### src/rtl/fir_pkg.sv
// Shared constants for the FIR output chain: sample width and the default
// decimation / requantisation / buffering parameters.
package fir_pkg;
    localparam int FIR_OUT_W = 17;
    localparam int DEF_OUT_W = 8;
    localparam int DEF_SHIFT = 9;
    localparam int DEF_DECIM = 2;
    localparam int DEF_DEPTH = 4;
endpackage

### src/rtl/fir_out_fifo.sv
// Synchronous FIFO for requantised samples. A push into a full FIFO succeeds
// only when a pop happens in the same cycle.
module fir_out_fifo
    import fir_pkg::*;
#(
    parameter int W     = DEF_OUT_W,
    parameter int DEPTH = DEF_DEPTH
) (
    input  logic                       clk,
    input  logic                       rst,
    input  logic                       push,
    input  logic [W-1:0]               push_data,
    input  logic                       pop,
    output logic [W-1:0]               head,
    output logic [$clog2(DEPTH):0]     count,
    output logic                       full,
    output logic                       empty
);
    localparam int AW = $clog2(DEPTH);
    localparam int CW = AW + 1;

    logic [W-1:0]  mem_q [DEPTH];
    logic [AW-1:0] wr_ptr_q, rd_ptr_q;
    logic [CW-1:0] count_q, count_d;
    logic          pop_ok, push_ok;

    assign empty   = (count_q == '0);
    assign full    = (count_q == CW'(DEPTH));
    assign pop_ok  = pop && !empty;
    assign push_ok = push && (!full || pop_ok);
    assign count   = count_q;
    // When empty, the slot just behind the read pointer still holds the last popped value.
    assign head    = empty ? mem_q[rd_ptr_q - 1'b1] : mem_q[rd_ptr_q];

    always_comb begin
        count_d = count_q;
        case ({push_ok, pop_ok})
            2'b10:   count_d = count_q + 1'b1;
            2'b01:   count_d = count_q - 1'b1;
            default: count_d = count_q;
        endcase
    end

    always_ff @(posedge clk or negedge rst) begin
        if (!rst) begin
            for (int i = 0; i < DEPTH; i++) mem_q[i] <= '0;
            wr_ptr_q <= '0;
            rd_ptr_q <= '0;
            count_q  <= '0;
        end else begin
            if (push_ok) begin
                mem_q[wr_ptr_q] <= push_data;
                wr_ptr_q        <= wr_ptr_q + 1'b1;
            end
            if (pop_ok) rd_ptr_q <= rd_ptr_q + 1'b1;
            count_q <= count_d;
        end
    end
endmodule

### src/rtl/fir_decim_requant.sv
// Decimates the FIR output stream, requantises kept samples with round-half-up
// and saturation, and buffers them behind a valid/ready output.
module fir_decim_requant
    import fir_pkg::*;
#(
    parameter int IN_W  = FIR_OUT_W,
    parameter int OUT_W = DEF_OUT_W,
    parameter int SHIFT = DEF_SHIFT,
    parameter int DECIM = DEF_DECIM,
    parameter int DEPTH = DEF_DEPTH
) (
    input  logic                    clk,
    input  logic                    rst,
    input  logic                    in_valid,
    input  logic [IN_W-1:0]         y_in,
    output logic                    out_valid,
    input  logic                    out_ready,
    output logic [OUT_W-1:0]        out_data,
    output logic [$clog2(DEPTH):0]  fifo_count,
    output logic                    sat_flag,
    output logic                    ovf_flag,
    input  logic                    clr_flags
);
    localparam int PW = (DECIM > 1) ? $clog2(DECIM) : 1;
    localparam logic [IN_W:0] RND  = (SHIFT == 0) ? '0 :
                                     ((IN_W+1)'(1) << ((SHIFT == 0) ? 0 : SHIFT - 1));
    localparam logic [IN_W:0] MAXV = (IN_W+1)'((1 << OUT_W) - 1);

    logic [PW-1:0]    phase_q, phase_d;
    logic             pipe_valid_q, pipe_valid_d;
    logic [OUT_W-1:0] pipe_data_q, pipe_data_d;
    logic             sat_q, sat_d, ovf_q, ovf_d;
    logic             keep, sat_now, ovf_now;
    logic [IN_W:0]    sum, t;
    logic             fifo_full, fifo_empty;

    // Rounding add is one bit wider than the input so it can never wrap.
    assign sum     = {1'b0, y_in} + RND;
    assign t       = sum >> SHIFT;
    assign sat_now = (t > MAXV);
    assign keep    = in_valid && (phase_q == '0);

    // Output handshake: the head moves on a cycle where out_valid && out_ready
    // at the rising edge; out_valid never depends on out_ready.
    assign out_valid = !fifo_empty;
    assign ovf_now   = pipe_valid_q && fifo_full && !(out_ready && !fifo_empty);

    always_comb begin
        phase_d      = phase_q;
        pipe_valid_d = keep;
        pipe_data_d  = pipe_data_q;
        sat_d        = sat_q;
        ovf_d        = ovf_q;
        if (in_valid) phase_d = (phase_q == PW'(DECIM - 1)) ? '0 : phase_q + 1'b1;
        if (keep) pipe_data_d = sat_now ? '1 : t[OUT_W-1:0];
        // A set event in the same cycle as clr_flags wins.
        if (keep && sat_now) sat_d = 1'b1;
        else if (clr_flags)  sat_d = 1'b0;
        if (ovf_now)         ovf_d = 1'b1;
        else if (clr_flags)  ovf_d = 1'b0;
    end

    always_ff @(posedge clk or negedge rst) begin
        if (!rst) begin
            phase_q      <= '0;
            pipe_valid_q <= 1'b0;
            pipe_data_q  <= '0;
            sat_q        <= 1'b0;
            ovf_q        <= 1'b0;
        end else begin
            phase_q      <= phase_d;
            pipe_valid_q <= pipe_valid_d;
            pipe_data_q  <= pipe_data_d;
            sat_q        <= sat_d;
            ovf_q        <= ovf_d;
        end
    end

    assign sat_flag = sat_q;
    assign ovf_flag = ovf_q;

    fir_out_fifo #(
        .W     (OUT_W),
        .DEPTH (DEPTH)
    ) u_fifo (
        .clk       (clk),
        .rst       (rst),
        .push      (pipe_valid_q),
        .push_data (pipe_data_q),
        .pop       (out_ready),
        .head      (out_data),
        .count     (fifo_count),
        .full      (fifo_full),
        .empty     (fifo_empty)
    );
endmodule

### config.mk
export PLATFORM = sky130hd
export DESIGN_NAME = fir_decim_requant
export DESIGN_NICKNAME = d
export VERILOG_FILES = /design/src/rtl/fir_pkg.sv /design/src/rtl/fir_out_fifo.sv /design/src/rtl/fir_decim_requant.sv
export SDC_FILE = /design/constraint.sdc
export NUM_CORES = 1
export LEC_CHECK = 0
export ABC_CLOCK_PERIOD_IN_PS = 5750
export CAP_MARGIN = 20
export CORE_ASPECT_RATIO = 1.4
export CORE_MARGIN = 2
export CORE_UTILIZATION = 35
export DETAILED_ROUTE_END_ITERATION = 8
export GPL_TIMING_DRIVEN = 0
export PLACE_DENSITY_LB_ADDON = 0.15
export SKIP_CTS_REPAIR_TIMING = 1
export SLEW_MARGIN = 20
export SYNTH_ARGS = -nofsm -noshare
export SYNTH_HDL_FRONTEND = slang
export SYNTH_SLANG_ARGS = --single-unit
### constraint.sdc
create_clock -name clk -period 5.75 [get_ports clk]
set_input_delay 1.15 -clock clk [delete_from_list [all_inputs] [get_ports clk]]
set_output_delay 1.15 -clock clk [all_outputs]
set_load 0.01 [all_outputs]
==> metrics <==
unrepaired setup endpoints after global routing no; antenna violations before repair 0; layout cells sized above 1 between 20% and 30%; most frequent cells in the layout dfrtp_1, nand2_1, mux2_4; status finished, final reports clean; worst reg2reg setup slack roughly 3400 ps; Avg Synthesized Cell Area 13.40 µm²; total gr overflow 0; PortBufs 27; width of the die approximately 80 µm; via count ~1700; synthesized instance count between 200 and 250; maxcap violations 0; synth-to-layout area growth 16.38%; Post-synth EDFFs 0; Non-Filler Instances 345; Worst Max-Slew Pin Slew around 660 ps; vias in the first global route approximately 1700; DR DRC count 0; Core Area just under 0.008 mm²; vias per cell between 4 and 5; max-slew violation count 0; VDD IR max approximately 170 µV; Worst Path Max Fanout 10; FF-to-FF Start u_fifo.count[0]$_DFFE_PN0P_; FF+latch count, synth roughly 50; critical setup path kind flip-flop to primary output; synthesized cell area between 0.002 and 0.003 mm²; Post-Place Cells around 340; pin count of the biggest net entering global routing between 50 and 60; Main synth FF type dfrtp_1; number of library cell types mapped by synthesis 32; skew final roughly 3.1 ps; class of the worst hold path flip-flop to flip-flop; Post-DP Area 0.003234 mm²; CTS clk-pin slew, worst paths ~90 ps; worst hold slack about 470 ps; Hold Path Depth 1; Hold EP phase_q$_DFFE_PN0P_; TNS Setup 0 ps; Achievable Freq between 200 and 300 MHz; R2R cell count 9; aggregate routed wire length 5500 µm; Clk Latency, worst-skew pair 310 ps; GRT Total Usage around 14%; nature of the critical path endpoint primary output; die span in y around 110 µm; CTS root buf clkbuf_8; fin nets 275; leading cell type in the layout, fill and taps excluded dfrtp_1; crit path launch type flip-flop; Final ANT Viol Nets 0; wire per inst between 15 and 20 µm; Slew headroom 55.93%; CTS sink cnt 51; global-route wire length before repair about 9200 µm; Starting Density between 30% and 40%; # diodes 0; R2R Path End u_fifo.count[2]$_DFFE_PN0P_; maximum clock path buffer count 2; post-route design area approximately 0.0033 mm²; sequential share of the synthesized area 44.91%; GPL Wtd Cong 0.7462; Pwr per Cell Area approximately 570 mW/mm²; post-layout util 42.41%; Leak ~1.5 nW; Post-synth ARST share 100.0%; Ys Warns 0; Die ar. 0.008865 mm²; Rows 38; post-synth net total ~240; Final period util ~60%; CTS Buf Count 5; htree depth 2; IO Pins 36; Final Hold Viols 0; crit path DAT approximately 2300 ps; Final setup viols 0; initial DRC count 45; hold_sp phase_q$_DFFE_PN0P_; minimum clock period around 3500 ps; WP data required roughly 4600 ps; DRT Pass-1 Iters 4; DP HPWL 3688 µm; TritonCTS clock tree built
## worst max path at each step
stage	from	end	slack (ps)
6_report	u_fifo.rd_ptr_q[0]$_DFFE_PN0N_	out_data[6]	2280
5_1_grt	u_fifo.rd_ptr_q[0]$_DFFE_PN0N_	out_data[6]	2160
4_1_cts	u_fifo.rd_ptr_q[0]$_DFFE_PN0N_	out_data[6]	2230
3_5_place_dp	out_ready	u_fifo.count[2]$_DFFE_PN0P_	2360
3_3_place_gp	rst	u_fifo.mem_q[6]$_DFFE_PN0P_	1920
2_1_floorplan	out_ready	u_fifo.count[2]$_DFFE_PN0P_	2990
## cell usage after synthesis (all sizes together), types with 2 or more instances
cell type	number	area [µm²]
ha	6	75.07
mux2	32	480.5
nand2	41	219.0
a21oi	4	20.02
nor3	5	36.29
dfrtp	51	1276
nand4	3	18.77
xor2	5	43.79
o21ai	7	35.03
buf	5	42.54
inv	11	41.29
nand3	2	10.01
nor2	7	26.28
xnor2	4	35.03
mux2i	2	20.02
mux4	16	360.4
## logic make-up after synthesis
group | Yosys count | share of synthesized area, %
adders and majority gates | 7 | 3.347
and+or+nand+nor | 63 | 12.51
AOI/OAI and AO/OA | 15 | 3.083
muxes | 50 | 30.30
xor gates and xnor gates | 9 | 2.774
DFF | 51 | 44.91
buffers and inverters | 17 | 3.082
## flip-flops by register name, indices dropped and copies added, names as in the netlist
signal / flops
u_fifo.count: 3
sat_flag: 1
u_fifo.wr_ptr_q: 2
u_fifo.rd_ptr_q: 2
u_fifo.mem_q: 32
pipe_valid_q: 1
pipe_data_q: 8
ovf_flag: 1
phase_q: 1
## report_power, final
| part | internal [mW] | leakage, nW | total [mW] | switching, mW |
|---|---|---|---|---|
| logic | 0.610 | 0.851 | 0.996 | 0.385 |
| registers | 0.529 | 0.611 | 0.682 | 0.153 |
| clock network | 0.0815 | 0.0371 | 0.199 | 0.117 |
## area by class of cell
class / instances / area, µm²
multi-input combinational: 144 / 1478
buffer: 6 / 46.29
fill: 748 / 4491
timing repair buffer: 27 / 267.8
tap: 100 / 125.1
sequential: 51 / 1276
clock buffer: 6 / 72.57
inverter: 11 / 41.29
## layer usage
metal / up-vias / global-route usage [%] / part of all wire, % / wire length, µm
met1: 831 / 17.73 / 44 / 2438
met3: 7 / 2.778 / 2.9 / 158
met2: 29 / 22.50 / 51 / 2790
li1: 816 / - / - / -
met4: 0 / 5.424 / 2.0 / 112
met5: - / 0 / 0 / 0
## per-stage QoR
stage | power (mW) | setup WS (ps)
finish | 1.876 | 2283
global route | 2.018 | 2156
CTS | 1.906 | 2234
detailed placement | 1.705 | 2364
global placement | 1.690 | 1922
floorplan | 1.386 | 2993
## worst max-delay path, stage by stage, from the launching register on
cell and delay (ps):
dfrtp_1 330, buf_4 220, buf_2 330, mux4_2 540
nand2_1 70, nand2_1 50, clkdlybuf4s50_1 470
Note: power is estimated with default switching activity, not from simulation.
